$ cat src/rtl/operand_forward_if.sv
// Decode-to-forwarding-control bundle: decode-stage instruction fields and
// pipeline controls in, registered execute-stage mux selects and stall out.
interface operand_forward_if #(
  parameter int REG_ADDR_WIDTH = 5
) ();
  logic                      pipe_stall;
  logic                      flush;
  logic                      id_valid;
  logic [REG_ADDR_WIDTH-1:0] id_rs1_addr;
  logic [REG_ADDR_WIDTH-1:0] id_rs2_addr;
  logic                      id_rs1_use;
  logic                      id_rs2_use;
  logic                      id_op1_pc;
  logic                      id_op2_imm;
  logic [REG_ADDR_WIDTH-1:0] id_rd_addr;
  logic                      id_rd_write;
  logic                      id_is_load;
  logic [2:0]                ex_select1;
  logic [2:0]                ex_select2;
  logic                      load_use_stall;

  modport master (
    output pipe_stall, flush, id_valid, id_rs1_addr, id_rs2_addr, id_rs1_use,
           id_rs2_use, id_op1_pc, id_op2_imm, id_rd_addr, id_rd_write, id_is_load,
    input  ex_select1, ex_select2, load_use_stall
  );

  modport slave (
    input  pipe_stall, flush, id_valid, id_rs1_addr, id_rs2_addr, id_rs1_use,
           id_rs2_use, id_op1_pc, id_op2_imm, id_rd_addr, id_rd_write, id_is_load,
    output ex_select1, ex_select2, load_use_stall
  );
endinterface

$ cat src/rtl/operand_forward_ctrl.sv
// Operand forwarding and load-use hazard control: tracks destination tags of
// the EX/MEM/WB instructions and registers the two execute-stage mux selects.
module operand_forward_ctrl #(
  parameter int REG_ADDR_WIDTH = 5
) (
  input logic              clk,
  input logic              rst,
  operand_forward_if.slave fwd
);

  typedef enum logic [2:0] {
    SEL_REG   = 3'b000,
    SEL_EXMEM = 3'b001,
    SEL_MEMWB = 3'b010,
    SEL_WBBUF = 3'b011,
    SEL_PC    = 3'b100,
    SEL_IMM   = 3'b101
  } sel_e;

  typedef struct packed {
    logic                      valid;
    logic                      rd_write;
    logic [REG_ADDR_WIDTH-1:0] rd;
  } tag_t;

  tag_t t_ex, t_mem, t_wb;
  logic ex_is_load;   // only the EX-stage load flag can cause a stall
  sel_e sel1_q, sel2_q, sel1_d, sel2_d;
  logic stall, bubble, rs1_live, rs2_live;

  function automatic logic hit(tag_t t, logic [REG_ADDR_WIDTH-1:0] rs);
    return t.valid && t.rd_write && (t.rd == rs) && (rs != '0);
  endfunction

  // Youngest producer first so the newest value of a register wins.
  function automatic sel_e fwd_code(tag_t ex, tag_t mem, tag_t wb,
                                    logic [REG_ADDR_WIDTH-1:0] rs);
    if (hit(ex, rs))       return SEL_EXMEM;
    else if (hit(mem, rs)) return SEL_MEMWB;
    else if (hit(wb, rs))  return SEL_WBBUF;
    else                   return SEL_REG;
  endfunction

  always_comb begin
    // NOTE: every combinational output gets a default first so no latch is inferred.
    sel1_d   = SEL_REG;
    sel2_d   = SEL_REG;
    rs1_live = fwd.id_rs1_use && !fwd.id_op1_pc;
    rs2_live = fwd.id_rs2_use && !fwd.id_op2_imm;
    stall    = fwd.id_valid && !fwd.flush && t_ex.valid && ex_is_load &&
               ((rs1_live && hit(t_ex, fwd.id_rs1_addr)) ||
                (rs2_live && hit(t_ex, fwd.id_rs2_addr)));
    bubble   = stall || fwd.flush || !fwd.id_valid;
    if (!bubble) begin
      if (fwd.id_op1_pc)
        sel1_d = SEL_PC;
      else if (fwd.id_rs1_use)
        sel1_d = fwd_code(t_ex, t_mem, t_wb, fwd.id_rs1_addr);
      if (fwd.id_op2_imm)
        sel2_d = SEL_IMM;
      else if (fwd.id_rs2_use)
        sel2_d = fwd_code(t_ex, t_mem, t_wb, fwd.id_rs2_addr);
    end
  end

  // NOTE: state is updated with non-blocking assignments so every stage samples pre-edge values.
  always_ff @(posedge clk) begin
    if (rst) begin
      t_ex       <= '0;
      t_mem      <= '0;
      t_wb       <= '0;
      ex_is_load <= 1'b0;
      sel1_q     <= SEL_REG;
      sel2_q     <= SEL_REG;
    end else if (!fwd.pipe_stall) begin
      t_wb   <= t_mem;
      t_mem  <= t_ex;
      sel1_q <= sel1_d;
      sel2_q <= sel2_d;
      if (bubble) begin
        t_ex       <= '0;
        ex_is_load <= 1'b0;
      end else begin
        t_ex       <= '{valid: 1'b1, rd_write: fwd.id_rd_write, rd: fwd.id_rd_addr};
        ex_is_load <= fwd.id_is_load;
      end
    end
  end

  assign fwd.ex_select1     = sel1_q;
  assign fwd.ex_select2     = sel2_q;
  assign fwd.load_use_stall = stall;

endmodule

$ cat src/flat_wrapper.sv
// flat-port wrapper written by rule: the top's interface ports become plain ports
module operand_forward_ctrl_flat 
#(
  parameter int REG_ADDR_WIDTH = 5
)
  (clk, rst, fwd_pipe_stall, fwd_flush, fwd_id_valid, fwd_id_rs1_addr, fwd_id_rs2_addr, fwd_id_rs1_use, fwd_id_rs2_use, fwd_id_op1_pc, fwd_id_op2_imm, fwd_id_rd_addr, fwd_id_rd_write, fwd_id_is_load, fwd_ex_select1, fwd_ex_select2, fwd_load_use_stall);
  operand_forward_if #(.REG_ADDR_WIDTH(REG_ADDR_WIDTH)) fwd_i ();
  input logic clk;
  input logic rst;
  input wire logic [$bits(fwd_i.pipe_stall)-1:0] fwd_pipe_stall;
  input wire logic [$bits(fwd_i.flush)-1:0] fwd_flush;
  input wire logic [$bits(fwd_i.id_valid)-1:0] fwd_id_valid;
  input wire logic [$bits(fwd_i.id_rs1_addr)-1:0] fwd_id_rs1_addr;
  input wire logic [$bits(fwd_i.id_rs2_addr)-1:0] fwd_id_rs2_addr;
  input wire logic [$bits(fwd_i.id_rs1_use)-1:0] fwd_id_rs1_use;
  input wire logic [$bits(fwd_i.id_rs2_use)-1:0] fwd_id_rs2_use;
  input wire logic [$bits(fwd_i.id_op1_pc)-1:0] fwd_id_op1_pc;
  input wire logic [$bits(fwd_i.id_op2_imm)-1:0] fwd_id_op2_imm;
  input wire logic [$bits(fwd_i.id_rd_addr)-1:0] fwd_id_rd_addr;
  input wire logic [$bits(fwd_i.id_rd_write)-1:0] fwd_id_rd_write;
  input wire logic [$bits(fwd_i.id_is_load)-1:0] fwd_id_is_load;
  output wire logic [$bits(fwd_i.ex_select1)-1:0] fwd_ex_select1;
  output wire logic [$bits(fwd_i.ex_select2)-1:0] fwd_ex_select2;
  output wire logic [$bits(fwd_i.load_use_stall)-1:0] fwd_load_use_stall;
  assign fwd_i.pipe_stall = fwd_pipe_stall;
  assign fwd_i.flush = fwd_flush;
  assign fwd_i.id_valid = fwd_id_valid;
  assign fwd_i.id_rs1_addr = fwd_id_rs1_addr;
  assign fwd_i.id_rs2_addr = fwd_id_rs2_addr;
  assign fwd_i.id_rs1_use = fwd_id_rs1_use;
  assign fwd_i.id_rs2_use = fwd_id_rs2_use;
  assign fwd_i.id_op1_pc = fwd_id_op1_pc;
  assign fwd_i.id_op2_imm = fwd_id_op2_imm;
  assign fwd_i.id_rd_addr = fwd_id_rd_addr;
  assign fwd_i.id_rd_write = fwd_id_rd_write;
  assign fwd_i.id_is_load = fwd_id_is_load;
  assign fwd_ex_select1 = fwd_i.ex_select1;
  assign fwd_ex_select2 = fwd_i.ex_select2;
  assign fwd_load_use_stall = fwd_i.load_use_stall;
  operand_forward_ctrl #(.REG_ADDR_WIDTH(REG_ADDR_WIDTH)) u_core (.clk(clk), .rst(rst), .fwd(fwd_i));
endmodule
$ cat config.mk
export PLATFORM = sky130hd
export DESIGN_NAME = operand_forward_ctrl_flat
export DESIGN_NICKNAME = d
export VERILOG_FILES = /design/src/rtl/operand_forward_if.sv /design/src/rtl/operand_forward_ctrl.sv /design/src/flat_wrapper.sv
export SDC_FILE = /design/constraint.sdc
export NUM_CORES = 1
export LEC_CHECK = 0
export BUFFER_PORTS_ARGS = -buffer_cell sky130_fd_sc_hd__buf_2
export CAP_MARGIN = 15
export CORE_ASPECT_RATIO = 1.1
export CORE_MARGIN = 1
export CORE_UTILIZATION = 53
export DETAILED_ROUTE_END_ITERATION = 16
export PLACE_DENSITY = 0.78
export SLEW_MARGIN = 20
export SYNTH_ARGS = -nofsm -noshare
export SYNTH_HDL_FRONTEND = slang
export SYNTH_SLANG_ARGS = --single-unit
$ cat constraint.sdc
create_clock -name clk -period 2.5 [get_ports clk]
set_clock_uncertainty 0.05 [all_clocks]
set_input_delay 0.5 -clock clk [delete_from_list [all_inputs] [get_ports clk]]
set_output_delay 0.5 -clock clk [all_outputs]
set_load 0.005 [all_outputs]
==> Word-level counts from Yosys, hierarchy flattened <==
Index checks and enable logic that the tools add are counted.
{ "word_totals": {"word_cells": 64, "out_inout_bits": 7, "ff_bits": 28, "in_bits": 26} }
{ "op_classes": {"eq_ne": 6, "reduce_logical": 32, "muxes": 14} }
{ "ops": {"columns": ["operator", "count"], "rows": [
  ["$eq A5 B5 Y1", 6],
  ["$mux W3", 10],
  ["$logic_and A1 B1 Y1", 23],
  ["$reduce_bool A5 Y1", 2],
  ["$mux W7", 1],
  ["$logic_not A1 Y1", 4],
  ["$mux W2", 2],
  ["$logic_or A1 B1 Y1", 3],
  ["$mux W1", 1]
]} }

==> Depth between registers and ports, before layout <==
{ "depth": {"depth_word": 9, "ltp_mapped": 7, "mapped_depth_nobuf": 5} }

==> Least setup slack after synthesis <==
Ideal clock, no wire load.
{ "synth_timing": {"path_kind": "input port to output port", "from": "in fwd_id_rs2_addr[1]", "to": "out fwd_load_use_stall", "setup_slack_ns": 0.412, "arrival_time_ns": 1.538, "stages": 5, "path_buffers": 0, "required_ns": 1.950, "path_cell_list": "or4_4 o211a_4 nand2_1 a2bb2oi_1 nor2_1"} }
{ "synth_between": {"elab_chain_cells": 6, "elab_cells_between_ends": 7, "cone_classes": "eq/ne: 1; reduce/logical: 6"} }
{ "synth_lines": {"columns": ["item", "line_no", "rtl"], "rows": [
  ["start: declaration", "flat_wrapper.sv:14", "input wire logic [$bits(fwd_i.id_rs2_addr)-1:0] fwd_id_rs2_addr;"],
  ["$eq A5 B5 Y1", "operand_forward_ctrl.sv:32", "return t.valid && t.rd_write && (t.rd == rs) && (rs != '0);"],
  ["$logic_and A1 B1 Y1", "operand_forward_ctrl.sv:32", null],
  ["$logic_and A1 B1 Y1 *", "operand_forward_ctrl.sv:32", null],
  ["$logic_and A1 B1 Y1 *", "operand_forward_ctrl.sv:52", "(rs2_live && hit(t_ex, fwd.id_rs2_addr)));"],
  ["$logic_or A1 B1 Y1 *", "operand_forward_ctrl.sv:51", "((rs1_live && hit(t_ex, fwd.id_rs1_addr)) ||"],
  ["$logic_and A1 B1 Y1 *", "operand_forward_ctrl.sv:50", "stall = fwd.id_valid && !fwd.flush && t_ex.valid && ex_is_load &&"],
  ["end: declaration", "flat_wrapper.sv:24", "output wire logic [$bits(fwd_i.load_use_stall)-1:0] fwd_load_use_stall;"]
]} }
Mark *: on every way between the ends. The rest lies on a longest branch, timed or not.

==> Worst setup path after layout <==
Ends and elaborated chain as after synthesis.

==> metrics.yaml <==
setup_path:
  critical_path_depth: 7
  max_stage_delay_ps: 540
  critPathSlowestCell: "or4_4"
  r2r_cells: 5
  r2r_slack_ps: 520
  path_max_fanout: 4
  crit_chain: "buf_2 > or4_4 > o211a_4 > nand2_1 > a2bb2oi_1 > nor2_1 > buf_2"
  reg2reg_from: "u_core.t_ex[4]"
  crit_top_cell: "buf_2"
  critical_path_class: "in -> out"
  arrival_ps: 1830
  r2r-end: "u_core.t_ex[4]"
  critPathTopFamily: "simple AND/OR/NAND/NOR gates"
  endpoint_kind: "output pin"
  cp.required_ps: 1950
  crit_buf_inv: 2
  start_kind: "primary input"
timing:
  maxSlewViolCount: 0
  max_freq_mhz: 420.3
  finalSetupViolations: 0
  finalWorstSetupSlack_ps: 120.7
  finalCriticalPeriod_ps: 2379
  worst_slew_pin_slew_ps: 464.1
  hold_violations: 0
  slew_headroom_pct: 69.06
  period_share_pct: 95.17
  setup_tns_ps: 0
  rsz0062_at_grt: "no"
yosys:
  syn_avg_cell_area_um2: 9.822
  synth_warnings: 0
  syn_area_um2: 1503
  async_flop_share_pct: 0
  synth_ff_type: "dfxtp_1"
  synth_seq_area_share_pct: 37.30
  syn_nets: 179
  synth-seq-cells: 28
  syn_inst: 153
  netlist-cell-type-count: 40
  synth_edf_count: 0
clock_tree:
  cts.path.max_buffers: 2
  cts.sinks: 28
  cts_setup_buffers: 0
  cts_tree: "yes"
  cts.hold.buffers_added: 0
  ctsResizeCount: 0
  cts_htree_levels: 1
  clk_latency_ps: 310
  cts.clk_slew.worst_paths_ps: 140
  cts_made_buffers: 3
  root_buffer: "clkbuf_4"
grt:
  top_usage_layer: "met2"
  grtUsageMet3_pct: 4.199
  antenna_found_initial: 0
  grt_pass1_wl_um: 5181
  use_met1_pct: 26.39
  grt_overflow: 0
  met2_usage_pct: 42.50
  grt_max_degree: 19
  grtUsageTotal_pct: 22.75
  grt_pass1_vias: 1198
place:
  gp_congestion: 0.9121
  hpwl_um: 2647
  port_buffers: 32
  place_ws_ps: 123.8
pwr:
  p_leak_nw: 0.6676
  irDropWorstVdd_mv: 0.3407
  powerDensity_nw_per_um2: 438.8
min_path:
  hold_path.class: "in -> reg"
  min_to: "u_core.t_ex[0]"
  hold_start: "fwd_id_rd_addr[0]"
  hold-path-cell-count: 2
finish:
  n_fill_cell: 223
  mostFrequentLayoutCells: "buf_2, dfxtp_1, xnor2_1"
  num-nets-final: 212
  final_common_cell: "buf_2"
  insertedDiodeCount: 0
  drive_gt1_share_pct: 25.54
  area_growth_pct: 13.24
routing:
  viasPerCell: 5.786
  firstDrtPassIters: 4
  routed_wl_um: 3279
  wire_per_inst_um: 15.25
  vias: 1244
  remaining_drc_errors: 0
  drtIter0Drc: 24
  ant_nets: 0
die:
  die_x_um: 52.77
  initial_core_util_pct: 57.99
  dieArea_um2: 3052
  ios: 33
  die_h_um: 57.85
  core_um2: 2591
  rows: 19
flow_run:
  maxCapViolations: 0
status:
  status: "finished, final reports clean"
report_power, final:
group / internal (W) / switching [W]
clock: 0.0000562 / 0.000123
sequential: 0.000453 / 0.00000806
combinational: 0.0000524 / 0.0000542
state kept, by name, indices dropped and copies added, names as in the netlist:
| signal | count |
|---|---|
| u_core.t_ex | 7 |
| u_core.t_mem | 7 |
| u_core.t_wb | 7 |
| u_core.fwd.ex_select1 | 3 |
| u_core.fwd.ex_select2 | 3 |
| u_core.ex_is_load | 1 |
Yosys cell counts (all sizes together) (2+ instances only):
library cell | count | area (um2)
a22o | 10 | 88.84
nand2b | 2 | 12.51
buf | 5 | 32.53
a32o | 3 | 30.03
or3 | 2 | 13.77
or4 | 2 | 22.52
nor2 | 20 | 82.58
nor2b | 2 | 12.51
nand3 | 5 | 30.03
nor3 | 5 | 25.02
mux2i | 14 | 140.1
nand2 | 2 | 7.510
xnor2 | 26 | 227.7
o31ai | 2 | 15.01
xor2 | 4 | 35.03
nand4 | 5 | 31.28
dfxtp | 28 | 560.5
cell type report:
type	instances	area [um2]	share of cell area (%)
multi-input combinational	117	893.4	52.50
sequential	28	560.5	32.94
timing repair buffer	35	182.7	10.74
tap	31	38.79	2.279
clock buffer	3	22.52	1.324
inverter	1	3.754	0.2206
through the flow:
step | util (%) | power, W | instance area (um2) | std cells | hold slack [ps]
2_1_floorplan | - | 0.0005350 | 1503 | 153 | 392.4
3_3_place_gp | 64.80 | 0.0005740 | 1679 | 212 | 396.1
3_5_place_dp | 64.80 | 0.0005774 | 1679 | 212 | 407.1
4_1_cts | 65.67 | 0.0007517 | 1702 | 215 | 340.9
5_1_grt | 65.67 | 0.0007801 | 1702 | 215 | 332.7
6_report | 65.67 | 0.0007467 | 1702 | 215 | 345.6
worst max path at each step:
stage / startpoint / to / slack (ps)
floorplan: fwd_id_rs2_addr[1] / fwd_load_use_stall / 410
global placement: fwd_id_rs2_addr[1] / fwd_load_use_stall / 120
detailed placement: fwd_id_rs2_addr[1] / fwd_load_use_stall / 120
CTS: fwd_id_rs2_addr[1] / fwd_load_use_stall / 120
global route: fwd_id_rs2_addr[1] / fwd_load_use_stall / 60
finish: fwd_id_rs2_addr[1] / fwd_load_use_stall / 120
layer usage:
metal  vias to the layer above  part of all wire [%]
met5                         -                     0
met1                       602                    44
met2                        30                    51
met4                         0                  0.55
met3                         2                   4.9
li1                        610                     -
worst reg2reg max path, delay by kind of cell, from the launching register on:
kind | cells | cell delay [ps]
simple gates | 3 | 920
flops | 1 | 490
compound gates | 1 | 260
xor+xnor | 1 | 160
cell families (layout without fill, tap and decap cells):
family,Yosys count,after routing,share of synthesized area (%)
XOR/XNOR,30,30,17.49
buffers and inverters,8,39,3.247
multiplexers,14,14,9.325
AO/OA/AOI/OAI,22,22,13.07
flip-flops,28,28,37.30
AND/OR/NAND/NOR,51,51,19.57
(Power assumes the default switching activity.)
